## config.mk

```make
export PLATFORM = sky130hd
export DESIGN_NAME = npc_run_monitor
export DESIGN_NICKNAME = d
export VERILOG_FILES = /design/src/rtl/npc_run_monitor.sv
export SDC_FILE = /design/constraint.sdc
export NUM_CORES = 1
export LEC_CHECK = 0
export BUFFER_PORTS_ARGS = -buffer_cell sky130_fd_sc_hd__buf_2
export CAP_MARGIN = 25
export CORE_MARGIN = 2
export CORE_UTILIZATION = 55
export CTS_CLUSTER_DIAMETER = 50
export CTS_CLUSTER_SIZE = 40
export DETAILED_ROUTE_END_ITERATION = 8
export PLACE_DENSITY = 0.86
export SLEW_MARGIN = 20
export SYNTH_ARGS = -nofsm -noshare
export SYNTH_HDL_FRONTEND = slang
export SYNTH_SLANG_ARGS = --single-unit
```

## constraint.sdc

```tcl
create_clock -name clk -period 4.4 [get_ports clk]
set_input_delay 0 -clock clk [delete_from_list [all_inputs] [get_ports clk]]
set_output_delay 0 -clock clk [all_outputs]
set_load 0.02 [all_outputs]
```

## src/rtl/npc_run_monitor.sv

```systemverilog
// Run/halt monitor for the NPC core: exit classification, saturating counters, optional PC trace.
// Define NPC_PC_TRACE_EN to build the last-committed-PC ring buffer.
module npc_run_monitor #(
  parameter int unsigned XLEN        = 64,
  parameter int unsigned PC_W        = 32,
  parameter int unsigned CNT_W       = 64,
  parameter int unsigned WDOG_CYC    = 4096,
  parameter int unsigned DRAIN_CYC   = 2,
  parameter int unsigned TRACE_DEPTH = 16,
  localparam int unsigned IdxW       = $clog2(TRACE_DEPTH)
) (
  input  logic             clk,
  input  logic             rst,
  input  logic             commit_valid,
  input  logic [PC_W-1:0]  commit_pc,
  input  logic             ebreak,
  input  logic [XLEN-1:0]  x10,
  output logic             halt,
  output logic [1:0]       halt_code,
  output logic [XLEN-1:0]  exit_value,
  output logic [CNT_W-1:0] cycle_cnt,
  output logic [CNT_W-1:0] instret_cnt,
  input  logic [IdxW-1:0]  trace_idx,
  output logic [PC_W-1:0]  trace_pc,
  output logic [IdxW:0]    trace_fill
);

  localparam int unsigned WdogW  = $clog2(WDOG_CYC);
  localparam int unsigned DrainW = $clog2(DRAIN_CYC) + 1;
  localparam logic [CNT_W-1:0] CntMax = '1;

  typedef enum logic [1:0] {StRun, StDrain, StHalt} state_e;

  state_e            state_q, state_d;
  logic [WdogW-1:0]  wdog_q, wdog_d;
  logic [DrainW-1:0] drain_q, drain_d;
  logic [1:0]        code_q, code_d;
  logic [XLEN-1:0]   exit_q, exit_d;
  logic [CNT_W-1:0]  cyc_q, cyc_d, inst_q, inst_d;
  logic              commit_run;

  always_comb begin
    state_d    = state_q;
    wdog_d     = wdog_q;
    drain_d    = drain_q;
    code_d     = code_q;
    exit_d     = exit_q;
    cyc_d      = cyc_q;
    inst_d     = inst_q;
    commit_run = 1'b0;
    unique case (state_q)
      StRun: begin
        if (cyc_q != CntMax) cyc_d = cyc_q + CNT_W'(1);
        // A commit clears the watchdog, so it beats a simultaneous expiry.
        if (commit_valid) begin
          commit_run = 1'b1;
          wdog_d     = '0;
          if (inst_q != CntMax) inst_d = inst_q + CNT_W'(1);
          if (ebreak) begin
            exit_d  = x10;
            drain_d = DrainW'(DRAIN_CYC - 1);
            state_d = StDrain;
          end
        end else if (wdog_q == WdogW'(WDOG_CYC - 1)) begin
          state_d = StHalt;
          code_d  = 2'd3;
        end else begin
          wdog_d = wdog_q + WdogW'(1);
        end
      end
      StDrain: begin
        if (cyc_q != CntMax) cyc_d = cyc_q + CNT_W'(1);
        if (drain_q == '0) begin
          state_d = StHalt;
          code_d  = (exit_q == '0) ? 2'd1 : 2'd2;
        end else begin
          drain_d = drain_q - DrainW'(1);
        end
      end
      default: ;
    endcase
  end

  always_ff @(posedge clk) begin
    if (rst) begin
      state_q <= StRun;
      wdog_q  <= '0;
      drain_q <= '0;
      code_q  <= '0;
      exit_q  <= '0;
      cyc_q   <= '0;
      inst_q  <= '0;
    end else begin
      state_q <= state_d;
      wdog_q  <= wdog_d;
      drain_q <= drain_d;
      code_q  <= code_d;
      exit_q  <= exit_d;
      cyc_q   <= cyc_d;
      inst_q  <= inst_d;
    end
  end

  assign halt        = (state_q == StHalt);
  assign halt_code   = code_q;
  assign exit_value  = exit_q;
  assign cycle_cnt   = cyc_q;
  assign instret_cnt = inst_q;

`ifdef NPC_PC_TRACE_EN
  localparam int unsigned FillW = IdxW + 1;
  localparam logic [FillW-1:0] FillMax = FillW'(TRACE_DEPTH);

  logic [PC_W-1:0]  mem_q [TRACE_DEPTH];
  logic [IdxW-1:0]  wr_ptr_q, wr_ptr_d, rd_ptr;
  logic [FillW-1:0] fill_q, fill_d;

  always_comb begin
    wr_ptr_d = wr_ptr_q;
    fill_d   = fill_q;
    if (commit_run) begin
      wr_ptr_d = wr_ptr_q + IdxW'(1);
      if (fill_q != FillMax) fill_d = fill_q + FillW'(1);
    end
  end

  always_ff @(posedge clk) begin
    if (rst) begin
      wr_ptr_q <= '0;
      fill_q   <= '0;
      for (int i = 0; i < int'(TRACE_DEPTH); i++) mem_q[i] <= '0;
    end else begin
      wr_ptr_q <= wr_ptr_d;
      fill_q   <= fill_d;
      if (commit_run) mem_q[wr_ptr_q] <= commit_pc;
    end
  end

  // Index 0 is the entry just behind the write pointer; depth is a power of 2 so wrap is free.
  assign rd_ptr     = wr_ptr_q - IdxW'(1) - trace_idx;
  assign trace_pc   = ({1'b0, trace_idx} < fill_q) ? mem_q[rd_ptr] : '0;
  assign trace_fill = fill_q;
`else
  logic unused_trace;
  assign unused_trace = ^{trace_idx, commit_pc, commit_run};
  assign trace_pc     = '0;
  assign trace_fill   = '0;
`endif

endmodule
```

**Word level (Yosys, flattened, before mapping)**

Index checks and enable logic that the tools add are counted.

- Flip-flop bits (word level): 210
- Bits of input ports: 104
- Output and inout bits: 232
- Word-level logic and storage cells: 52

- $add $sub $neg: 4
- Eq/ne operators: 14
- Mux-type cells: 15
- Reductions and logical operators: 12

Operator list:

| operator | count |
|---|---|
| $add 64x1->64 const B | 2 |
| $ne 64x64->1 const B | 2 |
| $logic_not 64->1 | 1 |
| $mux 12 | 2 |
| $mux 2 | 10 |
| $ne 2x2->1 const B | 7 |
| $add 12x1->12 const B | 1 |
| $eq 12x12->1 const B | 1 |
| $pmux 2 s2 | 3 |
| $reduce_and 4->1 | 3 |
| $ne 3x3->1 const B | 2 |
| $reduce_and 3->1 | 2 |
| $logic_not 2->1 | 2 |
| $reduce_and 2->1 | 2 |
| $eq 2x1->1 const B | 1 |
| $eq 2x2->1 const B | 1 |
| $reduce_bool 2->1 | 1 |
| $reduce_or 2->1 | 1 |
| $sub 2x1->2 const B | 1 |

**Longest topological paths before layout**

- Depth in word-level cells: 4
- Depth in mapped cells: 10

**Worst setup path after synthesis**

Ideal clock, no wire load.

- Kind: reg2reg
- From: register inst_q[16] (netlist: instret_cnt[16])
- To: register inst_q[59] (netlist: instret_cnt[59])
- Library setup time: 70 ps
- Data arrival time: 2735 ps
- Data required time: 4330 ps
- Setup slack: 1595 ps
- Stages on the path, launching flop included: 8
- Buffers on the path: 1
- Period minus slack after synthesis: 2805 ps
- Path through: dfxtp_1 -> nand4_4 -> or3_1 -> buf_6 -> or4_1 -> a2111o_1 -> or4_1 -> a21oi_1

- Word-level cells in the longest chain between the ends: 2

RTL lines:

| what | line | text |
|---|---|---|
| from (decl) | 39 | `logic [CNT_W-1:0] cyc_q, cyc_d, inst_q, inst_d;` |
| from (signal assigned) | 100 | `inst_q <= inst_d;` |
| branches (longest 2 deep; another with $add 64x1->64) | n/a |  |

Several ways; the timed one is not identified.
A chain may end at the register's enable or synchronous reset.

**Worst setup path after layout**

- From: register inst_q[49] (netlist: instret_cnt[49])
- To: register inst_q[24] (netlist: instret_cnt[24])

- Word-level cells in the longest chain between the ends: 2

RTL lines:

| what | line | text |
|---|---|---|
| $ne 64x64->1 | 58 | `if (inst_q != CntMax) inst_d = inst_q + CNT_W'(1);` |
| $reduce_and 3->1 (no line) | n/a |  |

Every way passes these cells.

==> run_results.csv <==
group,metric,value,unit
critical_path,reg2regPathDepth,7,
detailed_routing,wire_per_inst,17.32,µm
detailed_routing,drc,0,
detailed_routing,wl,31680,µm
clock_network,cts_resized,0,
status,status,"completed",
die,core,17960,µm²
finish,design_area,12910,µm²
detailed_routing,drt_iter0_markers,859,
detailed_routing,wl_met3,2633,µm
synth,synthArstFlopShare,0,%
synth,synth_ff_type,"dfxtp_1",
pwr,p_per_area,341.2,nW/µm²
critical_path,worst-endpoint-required,4790,ps
synth,synth_cells,1277,
synth,yosysUniqueCellTypes,54,
clock_network,clockRootBuffer,"clkbuf_16",
finish,final_common_cell,"buf_2",
clock_network,cts_tree,"yes",
finish,layout-drive-gt1-share,21.83,%
clock_network,clkLatencyLatePin,510,ps
sta,maxSlewHeadroom,35.23,%
critical_path,setup.worst_path.class,"reg2reg",
sta,setup_viol_count_final,0,
synth,syn_area,10100,µm²
detailed_routing,wl_met1,12230,µm
die,die_h,139.5,µm
critical_path,startpoint,"instret_cnt[49]",
pwr,power,0.004405,W
job,drv_cap,0,
critical_path,cp_max_fo,8,
die,num_io_pins,336,
global_route,antenna_found_initial,0,
hold_path,min_path_type,"in2reg",
placed_design,dpl_cell_area,11450,µm²
die,start_util,56.24,%
clock_network,cts_made_buffers,23,
sta,worstMarginPinSlew,963.5,ps
synth,ys_ff_latch,210,
sta,fin_ws,1270,ps
clock_network,clock-sinks,210,
sta,grt_setup_unrepaired,"false",
detailed_routing,via_count,10950,
placed_design,io_buffers,262,
critical_path,r2r-start,"instret_cnt[49]",
pwr,peakVddDrop,0.3364,mV
clock_network,cts.path.max_buffers,3,
sta,finalHoldViolCount,0,
finish,finish.utilization,71.87,%
critical_path,reg2reg_slack,1270,ps
critical_path,critPathLaunchType,"flip-flop",
placed_design,hpwlAfterDp,20290,µm
critical_path,critPathCapture,"instret_cnt[24]",
global_route,overflow,0,
sta,fmax,319.5,MHz
die,die_area,19470,µm²
placed_design,gp_congestion,0.8988,
sta,finClkSkew,13.25,ps
clock_network,cts_setup_buffers,0,
detailed_routing,highest_layer,"met4",
global_route,grt_first_pass_wirelength,50520,µm
sta,min_period_over_period,71.14,%
placed_design,dp_slack,1357,ps
global_route,grtUsageTotal,30.76,%
clock_network,cts-htree-levels,1,
detailed_routing,drt-pass1-iter-count,7,
synth,synth_edf_count,0,
finish,nets,1691,
clock_network,hold_buffers,67,
synth,syn_area_per_cell,7.912,µm²
global_route,grt_pass1_vias,10230,
critical_path,rr_endpoint,"instret_cnt[24]",
sta,tns,0,ps
die,rows,49,
synth,ys_seq_area_share,41.61,%
finish,area_growth_syn_to_layout,27.79,%
global_route,grt_max_degree,121,
synth,ys_warn_count,0,
finish,final_cell_mix,"buf_2, dfxtp_1, nand2_1",
pwr,p_leak,5.073,nW
detailed_routing,detail-route-antenna-nets,0,
die,die_w,139.5,µm
critical_path,worst_ep_arrival_time,3520,ps
sta,fin_crit,3130,ps
detailed_routing,viasPerCell,5.985,
finish,n_fill_cell,1317,
sta,slew_viol_final,0,
clock_network,clk_pin_slew,70,ps
detailed_routing,met2_length,15470,µm
critical_path,worstSetupEndpointType,"flip-flop",
==> per-stage QoR <==
step,instances,hold WS [ps]
after CTS,1827,34.82
after detailed placement,1719,245.6
after global placement,1718,239.8
after floorplan,1313,136.0
after global routing,1828,71.09
final,1829,7.888
==> worst max-delay path, cell delays in order, from the launching register on <==
cell and delay (ps):
dfxtp_1 440, nand4_1 310, or4_1 680, nor4_2 700, buf_4 290, a211oi_1 120, nand3_1 140, mux2_2 340
==> layer usage <==
layer | GRT usage, % | up-vias
li1 | - | 5137
met1 | 37.58 | 5160
met5 | 0 | -
met3 | 6.263 | 118
met2 | 52.81 | 531
met4 | 13.21 | 0
==> synthesized netlist by cell type (3+ instances only) <==
library cell    n  area, µm²
a211oi_1       18      135.1
a21o_1          5      37.54
a21oi_1       132      660.6
a31o_2          4      35.03
and2_1         12      75.07
and3_1         16      100.1
and4_1         13      113.9
buf_1           5      18.77
buf_2           3      15.01
buf_4          37      277.8
clkbuf_1       49      183.9
dfxtp_1       210       4204
ha_1            4      50.05
inv_1          19      71.32
mux2_2         12      135.1
nand2_1       188      705.7
nand2b_1       10      62.56
nand3_1        52      260.3
nand4_1        51      319.1
nand4b_1        4      35.03
nor2_1        117      439.2
nor2b_1        12      75.07
nor3_1         31      155.2
nor4_1         39      244.0
nor4_2          3      37.54
o21ai_0        51      255.2
o31ai_1        22      165.2
or2_2           6      37.54
or3_1          40      250.2
or4_1          24      180.2
or4_2           3      26.28
xnor2_1        40      350.3
xor2_1         16      140.1
==> final cells by class <==
| class | instances | area (µm²) | area share, % |
|---|---|---|---|
| multi-input combinational | 989 | 5475 | 42.41 |
| sequential | 210 | 4204 | 32.56 |
| timing repair buffer | 340 | 2093 | 16.21 |
| clock buffer | 25 | 583.1 | 4.516 |
| tap | 229 | 286.5 | 2.219 |
| clock inverter | 16 | 195.2 | 1.512 |
| inverter | 19 | 71.32 | 0.5524 |
| antenna | 1 | 2.502 | 0.01938 |
==> logic make-up (layout without fill, tap and decap cells) <==
| logic type | count (synthesis) | after routing | share of synthesized area [%] |
|---|---|---|---|
| buffers and inverters | 114 | 400 | 5.721 |
| other | 1 | 38 | 0.03712 |
| AND/OR/NAND/NOR | 627 | 627 | 31.46 |
| XOR/XNOR | 56 | 56 | 4.854 |
| flip-flops | 210 | 210 | 41.61 |
| multiplexers | 14 | 14 | 1.536 |
| AO/OA/AOI/OAI | 251 | 251 | 14.29 |
| adder cells (fa/ha/maj) | 4 | 4 | 0.4954 |
==> how the worst min path moves through the flow <==
stage,start,endpoint,slack (ps),cells past startpoint
2_1_floorplan,x10[11],exit_value[11],140,2
3_3_place_gp,x10[57],exit_value[57],240,3
3_5_place_dp,x10[12],exit_value[12],250,3
4_1_cts,rst,instret_cnt[18],30,2
5_1_grt,rst,instret_cnt[15],70,2
6_report,rst,instret_cnt[18],8,2
==> report_power, final <==
group          internal, W  switching (W)
clock              0.00107       0.000901
sequential         0.00195      0.0000486
combinational     0.000157       0.000281
==> registers in the layout (all words and copies together) (netlist names) <==
register     flops
wdog_q          12
drain_q          2
cycle_cnt       64
instret_cnt     64
exit_value      64
state_q          2
halt_code        2
No activity file was read; power rests on OpenSTA's default activity.
